$ cat config.mk
export PLATFORM = sky130hd
export DESIGN_NAME = bitserial_add_ctrl
export DESIGN_NICKNAME = d
export VERILOG_FILES = /design/src/rtl/bitserial_pkg.sv /design/src/rtl/bitserial_add_ctrl_fa_cell.sv /design/src/rtl/bitserial_add_ctrl.sv
export SDC_FILE = /design/constraint.sdc
export NUM_CORES = 1
export LEC_CHECK = 0
export ABC_CLOCK_PERIOD_IN_PS = 1700
export BUFFER_PORTS_ARGS = -buffer_cell sky130_fd_sc_hd__buf_2
export CAP_MARGIN = 10
export CORE_ASPECT_RATIO = 0.75
export CORE_UTILIZATION = 40
export CTS_BUF_LIST = sky130_fd_sc_hd__clkbuf_4 sky130_fd_sc_hd__clkbuf_8
export DETAILED_ROUTE_END_ITERATION = 12
export HOLD_SLACK_MARGIN = 0.15
export SYNTH_ARGS = -nofsm -noshare
export SYNTH_HDL_FRONTEND = slang
export SYNTH_SLANG_ARGS = --single-unit
$ cat constraint.sdc
create_clock -name clk -period 1.7 [get_ports clk]
set_input_delay 0.17 -clock clk [delete_from_list [all_inputs] [get_ports clk]]
set_output_delay 0.17 -clock clk [all_outputs]
set_load 0.03 [all_outputs]
$ cat src/rtl/bitserial_pkg.sv
// Shared types and sizing helpers for the bit-serial add/subtract sequencer.
package bitserial_pkg;
  localparam int DEFAULT_WIDTH = 8;

  typedef enum logic [1:0] {
    IDLE = 2'd0,
    RUN  = 2'd1,
    DONE = 2'd2
  } state_t;

  function automatic int cnt_width(input int w);
    return (w > 1) ? $clog2(w) : 1;
  endfunction
endpackage

$ cat src/rtl/bitserial_add_ctrl_fa_cell.sv
// Single-bit full adder assembled from two half adders and an OR;
// the only combinational datapath of the sequencer.
module ha (
  input  logic a,
  input  logic b,
  output logic sum,
  output logic carry
);
  assign sum   = a ^ b;
  assign carry = a & b;
endmodule

module fa_cell (
  input  logic a,
  input  logic b,
  input  logic cin,
  output logic sum,
  output logic carry
);
  logic s1;
  logic c1;
  logic c2;

  ha u_ha0 (.a(a),  .b(b),   .sum(s1),  .carry(c1));
  ha u_ha1 (.a(s1), .b(cin), .sum(sum), .carry(c2));

  assign carry = c1 | c2;
endmodule

$ cat src/rtl/bitserial_add_ctrl.sv
// Bit-serial add/subtract sequencer: reuses one full-adder cell LSB first,
// one bit per clock, behind a start/busy/done handshake.
module bitserial_add_ctrl
  import bitserial_pkg::*;
#(
  parameter int WIDTH = DEFAULT_WIDTH
) (
  input  logic             clk,
  input  logic             rst_n,
  input  logic             start,
  input  logic             sub,
  input  logic [WIDTH-1:0] op_a,
  input  logic [WIDTH-1:0] op_b,
  output logic             busy,
  output logic             done,
  output logic [WIDTH-1:0] result,
  output logic             carry_out
);
  localparam int CNT_W = cnt_width(WIDTH);
  localparam logic [CNT_W-1:0] LAST_BIT = CNT_W'(WIDTH - 1);

  state_t           state;
  logic [CNT_W-1:0] cnt;
  logic [WIDTH-1:0] a_sr;
  logic [WIDTH-1:0] b_sr;
  logic             carry;
  logic             fa_s;
  logic             fa_c;

  fa_cell u_fa (
    .a    (a_sr[0]),
    .b    (b_sr[0]),
    .cin  (carry),
    .sum  (fa_s),
    .carry(fa_c)
  );

  always_ff @(posedge clk or negedge rst_n) begin
    if (!rst_n) begin
      state     <= IDLE;
      cnt       <= '0;
      a_sr      <= '0;
      b_sr      <= '0;
      carry     <= 1'b0;
      busy      <= 1'b0;
      done      <= 1'b0;
      result    <= '0;
      carry_out <= 1'b0;
    end else begin
      case (state)
        IDLE: begin
          if (start) begin
            // Subtraction is a + ~b + 1: invert b and seed the carry with 1.
            a_sr  <= op_a;
            b_sr  <= sub ? ~op_b : op_b;
            carry <= sub;
            cnt   <= '0;
            busy  <= 1'b1;
            state <= RUN;
          end
        end
        RUN: begin
          a_sr   <= a_sr >> 1;
          b_sr   <= b_sr >> 1;
          result <= {fa_s, result[WIDTH-1:1]};
          carry  <= fa_c;
          cnt    <= cnt + 1'b1;
          if (cnt == LAST_BIT) begin
            done      <= 1'b1;
            carry_out <= fa_c;
            state     <= DONE;
          end
        end
        DONE: begin
          done  <= 1'b0;
          busy  <= 1'b0;
          state <= IDLE;
        end
        default: begin
          done  <= 1'b0;
          busy  <= 1'b0;
          state <= IDLE;
        end
      endcase
    end
  end
endmodule

# After elaboration in Yosys (flattened, before gate mapping)
# Cells that the tools add are included.
dict set report totals {
  reg_bits 33
  wordCells 45
  out_inout_bits 11
  inputBits 20
}
dict set report classes {
  n_eq_ne 4
  n_bitwise 8
  muxes 16
  add_sub_neg 1
  n_reduce_logical 7
}
# op n
set op_table {}
lappend op_table {{one-hot mux 8 bit (2 select lines)} 2}
lappend op_table {{two-way mux 8 bit} 3}
lappend op_table {{AND reduction 2 bit} 5}
lappend op_table {{NOT 8 bit} 1}
lappend op_table {{one-hot mux 1 bit (2 select lines)} 3}
lappend op_table {{one-hot mux 3 bit (2 select lines)} 1}
lappend op_table {{two-way mux 2 bit} 2}
lappend op_table {{inequality test 2 bit (second input constant)} 2}
lappend op_table {{one-hot mux 2 bit (2 select lines)} 1}
lappend op_table {{adder 3 x 1 -> 3 bit (second input constant)} 1}
lappend op_table {{equality test 3 bit (second input constant)} 1}
lappend op_table {{two-way mux 1 bit} 3}
lappend op_table {{two-way mux 3 bit} 1}
lappend op_table {{bitwise AND 1 bit} 2}
lappend op_table {{equality test 2 x 1 -> 1 bit (second input constant)} 1}
lappend op_table {{logical NOT 2 bit} 1}
lappend op_table {{NOT 1 bit} 2}
lappend op_table {{nonzero test 2 bit} 1}
lappend op_table {{XOR 1 bit} 2}
lappend op_table {{OR 1 bit} 1}

# Depth between registers and ports, before layout
dict set report logic_depth {
  ltp_word 4
  mapped_depth 6
  mapped_depth_nobuf 4
}

# Cells and area by module
# A second synthesis with hierarchy kept.
dict set report hier_totals {
  cells_unflattened 132
  hier_area_um2 1521.5
}
# mod seq_area_each_um2 area_each_um2 instances cells_per_inst
set modules_own_cells {}
lappend modules_own_cells {bitserial_add_ctrl 825.8 1490.2 1 129}
lappend modules_own_cells {ha 0.0 12.5 2 1}
lappend modules_own_cells {fa_cell 0.0 6.3 1 1}

# Worst setup path after synthesis
# No wires, ideal clock.
dict set report synth_path {
  path_type {flip-flop to flip-flop}
  startpoint {register cnt[0]}
  endpoint {register carry_out}
  setup_time_ns 0.125
  synth_period_minus_slack_ns 1.291
  arrival_time_ns 1.166
  slack_ns 0.409
  path_stages_with_launch 5
  path_buffers 0
  required_time_ns 1.575
  path_cell_list {dfrtp_1 > ha_1 > ha_1 > and2_4 > mux2_4}
}
dict set report synth_via {
  elab_chain_len 2
}
# element line_no
set synth_lines {}
lappend synth_lines {{start: declaration} bitserial_add_ctrl.sv:23} ;# logic [CNT_W-1:0] cnt;
lappend synth_lines {{start signal: assignment} bitserial_add_ctrl.sv:67} ;# cnt <= cnt + 1'b1;
lappend synth_lines {{equality test 3 bit} bitserial_add_ctrl.sv:68} ;# if (cnt == LAST_BIT) begin
lappend synth_lines {{AND reduction 2 bit (no source line)} -}
lappend synth_lines {{end signal: assignment} bitserial_add_ctrl.sv:48} ;# carry_out <= 1'b0;
lappend synth_lines {{end signal: assignment} bitserial_add_ctrl.sv:70} ;# carry_out <= fa_c;
lappend synth_lines {{end: declaration} bitserial_add_ctrl.sv:17} ;# output logic carry_out
# No other way between the ends.
# A chain may end at the register's enable or synchronous reset.

# Worst setup path after layout
dict set report layout_path {
  startpoint {register state[1]}
  endpoint {register result[7]}
}
dict set report layout_via {
  elab_chain_len 1
}
# element line_no
set layout_lines {}
lappend layout_lines {{start: declaration} bitserial_add_ctrl.sv:22} ;# state_t state;
lappend layout_lines {{start signal: assignment} bitserial_add_ctrl.sv:40} ;# state <= IDLE;
lappend layout_lines {{start signal: assignment} bitserial_add_ctrl.sv:59} ;# state <= RUN;
lappend layout_lines {{start signal: assignment} bitserial_add_ctrl.sv:71} ;# state <= DONE;
lappend layout_lines {{equality test 2 x 1 -> 1 bit} bitserial_add_ctrl.sv:50} ;# case (state)
lappend layout_lines {{end signal: assignment} bitserial_add_ctrl.sv:65} ;# result <= {fa_s, result[WIDTH-1:1]};
lappend layout_lines {{end: declaration} bitserial_add_ctrl.sv:16} ;# output logic [WIDTH-1:0] result,
# No other way between the ends.

==> summary.md <==
| Metric | Value |
|---|---|
| YS warnings | `0` |
| H-Tree Depth | `2` |
| Post-CTS Resized | `0` |
| Post-CTS Hold Buffers | `1` |
| Worst path max stage delay | `480 ps` |
| Die span in y | `56.0 um` |
| Mean Syn Cell Area | `12.0 um^2` |
| Unrepaired setup endpoints after global routing | `false` |
| Num rows | `19` |
| Fin nets | `188` |
| Antenna-violating nets left | `0` |
| Finished Core Util | `50.8%` |
| Synthesized flop and latch total | `33` |
| Worst Path Required | `1870 ps` |
| First-pass DRT Iterations | `4` |
| Hold Crit Class | `input pin to flip-flop` |
| FF-to-FF End | `result[7]` |
| Post-route setup slack | `339 ps` |
| Routed via count | `1107` |
| Initial Util | `42.3%` |
| Finished Layout Cells | `218` |
| Place WS | `356 ps` |
| Commonest cells after routing, fill and taps aside | `33 x dfrtp_1, 30 x buf_2, 27 x a22oi_1` |
| Area grow syn2layout | `20.1%` |
| Clock-pin slew on the worst setup and hold paths | `70 ps` |
| Placer Congestion | `0.756` |
| Setup crit end kind | `flip-flop` |
| CP cell instances | `nor2b_4 -> buf_4 -> mux2_2` |
| Final setup fails | `0` |
| Antenna cells | `0` |
| Crit path launch | `state[1]` |
| Worst slew margin | `51.1%` |
| Gr usage total | `17.1%` |
| CTS tree | `yes` |
| Startpoint Class | `flip-flop` |
| Most common cell after layout, fill and taps aside | `dfrtp_1` |
| Crit-path max FO | `16` |
| Number of clock sinks | `33` |
| F_max | `735 MHz` |
| Syn Nets | `153` |
| Worst vdd ir | `0.716 mV` |
| Max-Cap Viols | `0` |
| Reg2Reg Depth | `3` |
| Leak | `0.911 nW` |
| Setup Buffers After CTS | `0` |
| Drt total wl | `3050 um` |
| 1st-iter DRT viols | `73` |
| # IOs | `31` |
| Hold WS | `176 ps` |
| Vias in the first global route | `1095` |
| Final Max Slew Viols | `0` |
| Final Hold Viols | `0` |
| Final clock skew | `1.47 ps` |
| Post-Syn Area | `1560 um^2` |
| Avg Vias per Cell | `5.08` |
| Crit path arrival time | `1530 ps` |
| CP max-delay cell | `dfrtp_1` |
| Antenna violations before repair | `0` |
| PwrDens | `1790 nW/um^2` |
| Number of buffers added on ports | `30` |
| Clk Latency, worst-skew pair | `290 ps` |
| First-pass GRT wire length | `5150 um` |
| Total negative slack | `0 ps` |
| Share of cells above drive strength 1 | `35.5%` |
| Drt drc | `0` |
| Post-Syn Instances | `130` |
| Final min period | `1360 ps` |
| Dpl cells | `209` |
| Count of different cell masters after synthesis | `23` |
| Critical path type | `flip-flop to flip-flop` |
| Worst-margin pin slew | `733 ps` |
| Core area | `3680 um^2` |
| CTS buffer count | `5` |
| Clk buf depth | `2` |
| Wire length per cell | `14.0 um` |
| Global route overflow | `0` |
| Die width | `74.1 um` |
| Detail Placement HPWL | `2080 um` |
| Period utilization | `80.1%` |
| Largest net degree at the start of global routing | `34` |
| Status | `finished, final reports clean` |
| Reg2reg start | `state[1]` |
| DIE AREA | `4150 um^2` |
| Register area share after synthesis | `53.0%` |
| Clk root buf | `clkbuf_8` |
| Flop2flop setup slack | `340 ps` |
| Worst Setup EP | `result[7]` |
==> critical path, delay by kind of cell (launching register included) <==
family | cells | cell delay (ps)
multiplexers | 1 | 360
flip-flops | 1 | 480
AND/OR/NAND/NOR | 1 | 170
buffers and inverters | 1 | 240
==> stage by stage <==
stage	cell area [um^2]	total power (W)
finish	1870	0.00334
global route	1870	0.00359
CTS	1870	0.00338
detailed placement	1760	0.00272
global placement	1760	0.00267
floorplan	1560	0.00235
==> cell families (layout without fill, tap and decap cells) <==
family                     Yosys count  count (layout)  share of synthesized area [%]
DFF                                 33              33                           53.0
buffers and inverters               12              48                           4.74
xor gates and xnor gates             8               8                           4.50
AOI/OAI and AO/OA                   45              45                           21.0
muxes                               10              10                           7.47
and+or+nand+nor                     19              19                           6.43
adders and majority gates            3               3                           2.89
==> Yosys cell counts <==
library cell	instances	area (um^2)
and2_4	1	8.76
nor2b_1	1	6.26
ha_1	2	25.0
clkbuf_1	2	7.51
a21oi_1	3	15.0
dfrtp_1	33	826
a22oi_1	27	203
xor2_1	8	70.1
a221o_1	1	10.0
fa_1	1	20.0
nor2b_4	1	13.8
buf_2	5	25.0
inv_1	2	7.51
nor2_1	4	15.0
nand3_1	2	10.0
mux2_4	1	15.0
o21bai_4	1	18.8
buf_6	3	33.8
nor3b_2	1	12.5
mux2_2	9	101
o21ai_0	9	45.0
a22o_1	4	35.0
nand2_1	9	33.8
==> metal layers <==
layer  vias to the layer above  track usage, %  share of wire, %
met5                         -               0                 0
met4                         0            5.77               1.5
met3                         7            7.07               5.3
met2                        25            23.6                43
met1                       529            23.9                50
li1                        546               -                 -
==> power breakdown <==
group          internal (W)  total [W]  switching (W)
combinational      0.000600    0.00135       0.000751
sequential          0.00111    0.00134       0.000232
clock              0.000366   0.000647       0.000282
==> area by class of cell <==
cell class,instances,area (um^2)
Clock buffer,7,96.3
Clock inverter,1,5.00
Timing Repair Buffer,38,213
Inverter,2,7.51
Sequential cell,33,826
Fill cell,346,1810
Multi-Input combinational cell,85,658
Tap cell,52,65.1
==> how the worst min path moves through the flow <==
| stage | startpoint | end | cells after the start |
|---|---|---|---|
| finish | op_a[3] | a_sr[3] | 3 |
| floorplan | rst_n | a_sr[0] | 0 |
| CTS | op_a[3] | a_sr[3] | 3 |
| global placement | rst_n | a_sr[5] | 1 |
| detailed placement | rst_n | a_sr[6] | 1 |
| global route | op_b[6] | b_sr[6] | 4 |
==> sequential cells by signal, indices dropped and copies added, names as in the netlist <==
name	cells
done	1
a_sr	8
carry_out	1
b_sr	8
carry	1
result	8
cnt	3
busy	1
state	2
Power figures use the tool's default switching activity.
